File: config.mk
export PLATFORM = sky130hd
export DESIGN_NAME = uart_tx_fifo
export DESIGN_NICKNAME = d
export VERILOG_FILES = /design/src/rtl/uart_pkg.sv /design/src/rtl/sync_fifo.sv /design/src/rtl/uart_tx_fifo.sv
export SDC_FILE = /design/constraint.sdc
export NUM_CORES = 1
export LEC_CHECK = 0
export ABC_CLOCK_PERIOD_IN_PS = 3800
export CORE_ASPECT_RATIO = 1.5
export CORE_MARGIN = 5
export CORE_UTILIZATION = 55
export DETAILED_ROUTE_END_ITERATION = 12
export MAX_ROUTING_LAYER = met4
export PLACE_DENSITY = 0.75
export SYNTH_ARGS = -nofsm -noshare
export SYNTH_HDL_FRONTEND = slang
export SYNTH_SLANG_ARGS = --single-unit
File: constraint.sdc
create_clock -name clk -period 3.8 [get_ports clk]
set_input_delay 0.76 -clock clk [delete_from_list [all_inputs] [get_ports clk]]
set_output_delay 0.76 -clock clk [all_outputs]
set_load 0.005 [all_outputs]
File: src/rtl/uart_pkg.sv
// Shared UART definitions: transmitter state encoding, data width and baud divisor helper.
package uart_pkg;

   localparam int DATA_BITS = 8;

   typedef enum logic [2:0] {
      IDLE   = 3'd0,
      START  = 3'd1,
      DATA   = 3'd2,
      STOP   = 3'd3,
      PARITY = 3'd4
   } tx_state_t;

   // Clock cycles per bit; integer division truncates toward zero.
   function automatic int calc_baud_div(input int clock_freq, input int baud_rate);
      return clock_freq / baud_rate;
   endfunction

endpackage

File: src/rtl/sync_fifo.sv
// Synchronous FIFO with registered occupancy count and a combinational read of the head entry.
module sync_fifo #(
   parameter int DEPTH = 4,
   parameter int WIDTH = 8
) (
   input  logic                     clk,
   input  logic                     rst_n,
   input  logic                     push,
   input  logic                     pop,
   input  logic [WIDTH-1:0]         wr_data,
   output logic [WIDTH-1:0]         rd_data,
   output logic                     full,
   output logic                     empty,
   output logic [$clog2(DEPTH):0]   count
);

   localparam int AW = $clog2(DEPTH);
   localparam logic [AW:0] FULL_COUNT = (AW+1)'(DEPTH);

   logic [WIDTH-1:0] mem [DEPTH];
   logic [AW-1:0]    wr_ptr;
   logic [AW-1:0]    rd_ptr;
   logic             do_push;
   logic             do_pop;

   // A full FIFO refuses a push even when a pop frees a slot in the same cycle.
   assign full    = (count == FULL_COUNT);
   assign empty   = (count == '0);
   assign do_push = push && !full;
   assign do_pop  = pop && !empty;
   assign rd_data = mem[rd_ptr];

   always_ff @(posedge clk) begin
      if (!rst_n) begin
         wr_ptr <= '0;
         rd_ptr <= '0;
         count  <= '0;
      end else begin
         if (do_push) wr_ptr <= wr_ptr + 1'b1;
         if (do_pop)  rd_ptr <= rd_ptr + 1'b1;
         case ({do_push, do_pop})
            2'b10:   count <= count + 1'b1;
            2'b01:   count <= count - 1'b1;
            default: count <= count;
         endcase
      end
   end

   always_ff @(posedge clk) begin
      if (do_push) mem[wr_ptr] <= wr_data;
   end

endmodule

File: src/rtl/uart_tx_fifo.sv
// Buffered UART transmitter: FIFO-fed serialiser producing 8N1 frames, LSB first.
// Define UART_TX_PARITY_EN to insert an even-parity bit (8E1 frames).
module uart_tx_fifo #(
   parameter int CLOCK_FREQ = 100_000_000,
   parameter int BAUD_RATE  = 115200,
   parameter int FIFO_DEPTH = 4
) (
   input  logic                          clk,
   input  logic                          rst_n,
   input  logic [7:0]                    data_in,
   input  logic                          data_valid,
   output logic                          data_ready,
   output logic                          RsTx,
   output logic                          sending,
   output logic                          sent,
   output logic [$clog2(FIFO_DEPTH):0]   fifo_count
);

   import uart_pkg::*;

   localparam int BAUD_DIV = calc_baud_div(CLOCK_FREQ, BAUD_RATE);
   localparam int BW       = (BAUD_DIV > 1) ? $clog2(BAUD_DIV) : 1;
   localparam int BIT_W    = $clog2(DATA_BITS);
   localparam logic [BW-1:0]    BAUD_LAST = BW'(BAUD_DIV - 1);
   localparam logic [BIT_W-1:0] BIT_LAST  = BIT_W'(DATA_BITS - 1);

   tx_state_t            state, state_next;
   logic [BW-1:0]        baud_cnt, baud_next;
   logic [BIT_W-1:0]     bit_cnt, bit_next;
   logic [DATA_BITS-1:0] shift_q, shift_next;
   logic [DATA_BITS-1:0] fifo_head;
   logic                 fifo_pop;
   logic                 fifo_full;
   logic                 fifo_empty;
   logic                 baud_done;
   logic                 tx_next;
`ifdef UART_TX_PARITY_EN
   logic                 parity_q, parity_next;
`endif

   sync_fifo #(
      .DEPTH (FIFO_DEPTH),
      .WIDTH (DATA_BITS)
   ) u_fifo (
      .clk     (clk),
      .rst_n   (rst_n),
      .push    (data_valid),
      .pop     (fifo_pop),
      .wr_data (data_in),
      .rd_data (fifo_head),
      .full    (fifo_full),
      .empty   (fifo_empty),
      .count   (fifo_count)
   );

   assign data_ready = !fifo_full;
   assign sending    = (state != IDLE);
   assign baud_done  = (baud_cnt == BAUD_LAST);

   // Every state change except leaving IDLE happens on baud_done, so the counter
   // restarts on each state entry as well as between data bits.
   always_comb begin
      state_next = state;
      shift_next = shift_q;
      bit_next   = bit_cnt;
      fifo_pop   = 1'b0;
      sent       = 1'b0;
      tx_next    = 1'b1;
      baud_next  = (state == IDLE || baud_done) ? '0 : baud_cnt + 1'b1;
`ifdef UART_TX_PARITY_EN
      parity_next = parity_q;
`endif
      case (state)
         IDLE: begin
            if (!fifo_empty) begin
               fifo_pop   = 1'b1;
               state_next = START;
            end
         end
         START: begin
            if (baud_done) state_next = DATA;
         end
         DATA: begin
            if (baud_done) begin
               shift_next = shift_q >> 1;
               bit_next   = bit_cnt + 1'b1;
`ifdef UART_TX_PARITY_EN
               if (bit_cnt == BIT_LAST) state_next = PARITY;
`else
               if (bit_cnt == BIT_LAST) state_next = STOP;
`endif
            end
         end
`ifdef UART_TX_PARITY_EN
         PARITY: begin
            if (baud_done) state_next = STOP;
         end
`endif
         STOP: begin
            if (baud_done) begin
               sent = 1'b1;
               if (!fifo_empty) begin
                  fifo_pop   = 1'b1;
                  state_next = START;
               end else begin
                  state_next = IDLE;
               end
            end
         end
         default: state_next = IDLE;
      endcase

      if (fifo_pop) begin
         shift_next = fifo_head;
         bit_next   = '0;
`ifdef UART_TX_PARITY_EN
         parity_next = ^fifo_head;
`endif
      end

      // The line level is registered from the next state to keep RsTx glitch-free.
      case (state_next)
         START:   tx_next = 1'b0;
         DATA:    tx_next = shift_next[0];
`ifdef UART_TX_PARITY_EN
         PARITY:  tx_next = parity_next;
`endif
         default: tx_next = 1'b1;
      endcase
   end

   always_ff @(posedge clk) begin
      if (!rst_n) begin
         state    <= IDLE;
         baud_cnt <= '0;
         bit_cnt  <= '0;
         shift_q  <= '0;
         RsTx     <= 1'b1;
`ifdef UART_TX_PARITY_EN
         parity_q <= 1'b0;
`endif
      end else begin
         state    <= state_next;
         baud_cnt <= baud_next;
         bit_cnt  <= bit_next;
         shift_q  <= shift_next;
         RsTx     <= tx_next;
`ifdef UART_TX_PARITY_EN
         parity_q <= parity_next;
`endif
      end
   end

endmodule
Yosys cells after proc, flatten, opt, wreduce, memory -nomap -nowiden --
Memories as Yosys holds them, arrays and structs flattened. A register that Yosys moved wholly into a read port is not among the register bits. Index checks and enable logic that the tools add are counted.
Storage, ports and cells: memory bits (writable) 32, output and inout port bits 7, logic and storage cells 63, register bits after elaboration 32, input port bits 11, memories kept 1
Memory list:
- u_fifo.mem | depth 4, width 8, rd ports 1, clocked after memory_dff 1, write ports 1, RTL line sync_fifo.sv:20 | logic [WIDTH-1:0] mem [DEPTH];
Operators by class: bitwise logic cells 1, add/subtract/negate cells 6, multiplexer cells 21, equality and inequality tests 10, reductions and logical operators 15
Operator list (number):
- $mux W8 | 3
- $mux W3 | 5
- $pmux W3 S4 | 1
- $add A10 B1 Y10 const B | 1
- $eq A10 B10 Y1 const B | 1
- $eq A3 B2 Y1 const B | 3
- $mux W1 | 7
- $add A3 B1 Y3 const B | 2
- $eq A3 B1 Y1 const B | 2
- $eq A3 B3 Y1 const B | 2
- $logic_not A3 Y1 | 2
- $pmux W3 S2 | 1
- $reduce_bool A2 Y1 | 3
- $add A2 B1 Y2 const B | 2
- $mux W2 | 2
- $pmux W1 S2 | 2
- $reduce_and A2 Y1 | 2
- $reduce_or A2 Y1 | 2
- $reduce_bool A3 Y1 | 1
- $sub A3 B1 Y3 const B | 1
- $eq A2 B1 Y1 const B | 1
- $eq A2 B2 Y1 const B | 1
- $logic_and A1 B1 Y1 | 2
- $logic_not A1 Y1 | 2
- other kinds (2) | 2

Depth between registers and ports, before layout --
depth after elaboration 7, gate-level depth with buffers 12, mapped depth without buffers 11

By module --
From an unflattened synthesis, not the netlist that was laid out.
Unflattened totals: cell total of the unflattened synthesis 217, area, all modules 2836.5 µm²
Modules (own cells, without submodules):
- sync_fifo | instances 1, cells an instance 96, seq. area each 1141.1 µm², area an instance 1644.1 µm²
- uart_tx_fifo | instances 1, cells an instance 121, seq. area each 500.5 µm², area an instance 1192.4 µm²

Worst setup path after synthesis --
No wires, ideal clock.
kind register -> register, start point register baud_cnt[0], end point register u_fifo.count[2], setup time 0.076 ns, buffers on the path 1, stages on the path, launching flop included 13, arrival 2.665 ns, data required time 3.724 ns, period minus slack after synthesis 2.740 ns, slack 1.060 ns, cells stage by stage dfxtp_1 ha_1 or3b_4 nor4_2 o21ai_1 buf_2 inv_1 ha_1 inv_1 fa_1 xor2_1 or3_1 a21boi_0
Between the ends: longest elaborated chain between the ends 6, elaborated cells on any way between the ends 8, those cells by class eq/ne: 3; mux: 3; reduce/logical: 2
RTL lines:
- start, declared | RTL line uart_tx_fifo.sv:28 | logic [BW-1:0] baud_cnt, baud_next;
- start signal, assigned | RTL line uart_tx_fifo.sv:144 | baud_cnt <= baud_next;
- $eq A10 B10 Y1 (*) | RTL line uart_tx_fifo.sv:58 | assign baud_done = (baud_cnt == BAUD_LAST);
- $mux W1 (*) | RTL line uart_tx_fifo.sv:100 | if (baud_done) begin
- $pmux W1 S2 (*) | RTL line uart_tx_fifo.sv:73 | case (state)
- $logic_and A1 B1 Y1 (*) | RTL line sync_fifo.sv:30 | assign do_pop = pop && !empty;
- net u_fifo.do_pop | RTL line sync_fifo.sv:24 | logic do_pop;
- $eq A2 B1 Y1 / $eq A2 B2 Y1 (equally long branches) | RTL line sync_fifo.sv:41 | case ({do_push, do_pop})
- $pmux W3 S2 / $reduce_bool A2 Y1 (equally long branches)
- end signal, assigned | RTL line sync_fifo.sv:42 | 2'b10: count <= count + 1'b1;
- end signal, assigned | RTL line sync_fifo.sv:43 | 2'b01: count <= count - 1'b1;
- end signal, assigned | RTL line sync_fifo.sv:44 | default: count <= count;
- end, declared | RTL line sync_fifo.sv:14 | output logic [$clog2(DEPTH):0] count
Mark *: on every way through the listed nets, which the timed path passes. The rest lies on a longest branch. A chain may end at the register's enable or synchronous reset.

Worst setup path after layout --
start point register baud_cnt[0], end point output sent
Between the ends: longest elaborated chain between the ends 3
RTL lines:
- $eq A10 B10 Y1 | RTL line uart_tx_fifo.sv:58
- $mux W1 | RTL line uart_tx_fifo.sv:100
- $mux W1 | RTL line uart_tx_fifo.sv:73
- end, declared | RTL line uart_tx_fifo.sv:15 | output logic sent,
No other way between the ends.

==> key figures <==
Drt
  • Post-route ant nets: 0
  • Final WL: 4.57 mm
  • DR iter-0 viols: 90
  • First-pass DRT Iterations: 4
  • DRC: 0
  • Via/cell ratio: 5.22
  • Vias post-DR: 1665
  • Wire length per cell: 14.3 um

Yosys
  • Number of synthesized register bits: 66
  • Syn avg cell area: 12.5 um2
  • Synthesized Nets: 246
  • Distinct cell type count after synthesis: 41
  • Synth area leaders: edfxtp_1, dfxtp_1, mux4_2, ha_1, mux2i_1
  • Top_reg_cell synth: dfxtp_1
  • Yosys Warn Count: 0
  • Area leader, netlist: edfxtp_1
  • Register area share after synthesis: 58.1%
  • Most frequent cell after synthesis: dfxtp_1
  • Synthesized area: 2830 um2
  • Post-Synthesis Cells: 226
  • Post-synthesis async set-or-reset flop share: 0%
  • Post-synth top area share: 34.0%
  • Post-synth EDFFs: 32
  • Commonest cells post-synth: dfxtp_1, edfxtp_1, nand2_1

Die
  • Io pins: 18
  • Die Y: 97.8 um
  • Die Area: 6710 um2
  • Die W: 68.5 um
  • # rows: 32
  • Core area: 5080 um2
  • Initial Utilization: 55.6%

Power and ir drop
  • P_sw: 0.577 mW
  • PwrDens: 613 nW/um2
  • Switching Share: 29.0%
  • Leakage power: 1.19 nW
  • Worst IR Drop VDD: 0.000464 V
  • Total power: 1.99 mW
  • Share of power burned in combinational logic: 23.3%
  • Internal Power: 1.41 mW
  • Seq pwr share: 47.4%
  • Clk pwr share: 29.2%

Global route
  • GR Overflow Total: 0
  • Vias in the first global route: 1705
  • Gr usage total: 16.2%
  • Antenna violations before repair: 0
  • First-pass GRT wire length: 7.73 mm
  • Largest net degree at the start of global routing: 23

Critical path
  • Critical path depth in cells: 5
  • CP peak stage delay: 0.53 ns
  • Worst EP required: 3.04 ns
  • Arrival @ worst endpoint: 2.27 ns
  • R2R depth: 12
  • Reg2Reg Setup Slack: 0.87 ns
  • CP bufs+invs: 1
  • CP Max Fanout: 5
  • Cells along the critical path: ha_1 > nor3b_1 > nand3_1 > nor3_1 > clkdlybuf4s50_1
  • Worst setup SP type: register
  • Family with the most delay on the worst path: simple AND/OR/NAND/NOR gates
  • Crit-path slowest cell: clkdlybuf4s50_1
  • Setup CP Type: reg2out
  • Worst Setup End Kind: output pin

Cells and area
  • Ant. Diodes: 0
  • Final nets: 266
  • Area grow syn2layout: 14.8%
  • Fill cells: 431
  • Layout cells sized above 1: 12.0%

Job
  • MaxCap Viol Count: 0

STA
  • RSZ-0062 raised after global routing: no
  • Final setup TNS: 0 ns
  • Relative slew slack: 50.0%
  • Final setup fails: 0
  • Fin crit share: 79.6%
  • Slew Limit Fails: 0
  • Tmin final: 3.03 ns
  • Layout Skew: 0.0101 ns
  • Worst Tran Pin Value: 0.744 ns
  • Hold Fails Final Rpt: 0
  • Maximum clock frequency: 0.331 GHz

Placement
  • Routability Congestion: 0.712
  • # port buffers: 17
  • Hpwl dp: 3.23 mm

Clocking
  • Hold-fix buffers at CTS: 0
  • Cts repair resizes: 0
  • CTS tree: done
  • Max H-tree Level: 3
  • CTS max path bufs: 2
  • Clock-pin slew on the worst setup and hold paths: 0.07 ns
  • Postcts setup bufs: 0
  • Root Buffer: clkbuf_8
  • Worst skew pair latency: 0.34 ns
  • Clk sink count: 66
  • CTS buffer count: 9

Worst hold path
  • Hold crit path type: reg2reg
  • Hold depth: 2

Run status
  • Outcome: finished, final reports clean
## layout make-up
class,count,area [um2],area share (%)
Timing Repair Buffer,18,178,5.47
Clock inverter,7,76.3,2.35
Tap cell,68,85.1,2.62
Multi-Input combinational cell,141,1100,34.0
Clock buffer,9,124,3.82
Inverter,10,37.5,1.16
Sequential cell,66,1640,50.6
## worst min-delay path, delay by kind of cell (launching register included)
family	cells	cell delay, ns
AO/OA/AOI/OAI	1	0.05
flip-flops	1	0.31
AND/OR/NAND/NOR	1	0.05
## cells in the final DEF, fill, tap and decap left out, types with 5 or more instances in the layout
master            n
edfxtp_1         32
nand2_1          20
inv_1            10
dfxtp_1          34
nand3_1           8
ha_1              8
mux4_2            8
and2_1            7
o211a_1           6
clkbuf_8          9
clkdlybuf4s50_1  17
nor2_1           16
xnor2_1          10
mux2i_1           9
and3_1            6
a21oi_1           5
## cells by family after synthesis
family | after synthesis | synth area share, %
compound gates | 23 | 5.84
xor+xnor | 13 | 4.03
fa+ha+maj | 9 | 4.25
buf+inv | 19 | 2.88
flops | 66 | 58.1
mux | 17 | 9.56
other cells | 1 | 0.133
simple gates | 78 | 15.3
## power groups by stage
| stage | logic, mW | clock network [mW] | registers (mW) |
|---|---|---|---|
| after global placement | 0.459 | 0 | 0.958 |
| after CTS | 0.471 | 0.594 | 0.948 |
| final | 0.464 | 0.582 | 0.944 |
| after global routing | 0.519 | 0.629 | 0.963 |
| after floorplan | 0.376 | 0 | 0.913 |
| after detailed placement | 0.469 | 0 | 0.963 |
## through the flow
step	utilization, %	area (um2)	hold slack, ns	worst slack, ns	std cells
finish	63.9	3250	0.460	0.775	319
global route	63.9	3250	0.478	0.609	319
CTS	63.9	3250	0.461	0.753	319
detailed placement	59.9	3050	0.452	0.857	303
global placement	59.9	3050	0.445	0.959	303
floorplan	-	2830	0.430	1.06	226
## path summary, 6_finish.rpt
kind                     from         endpoint
setup / recovery  baud_cnt[0]             sent
hold / removal     bit_cnt[1]       bit_cnt[1]
setup reg to reg  baud_cnt[0]  u_fifo.count[2]
hold reg to reg    bit_cnt[1]       bit_cnt[1]
## metal layers
metal  routed length, um  share of wire [%]  track usage, %
met1                1860                 41            17.9
met2                2470                 54            26.2
met3                 113                2.5            3.45
met4                 129                2.8            9.19
met5                   0                  0               -
## flip-flops by register name (all words and copies together) (netlist names), named ones only
register,flops
RsTx,1
u_fifo.count,3
state,3
shift_q,8
bit_cnt,3
u_fifo.rd_ptr,2
baud_cnt,10
u_fifo.wr_ptr,2
u_fifo.mem,32
Note: power is estimated with default switching activity, not from simulation.
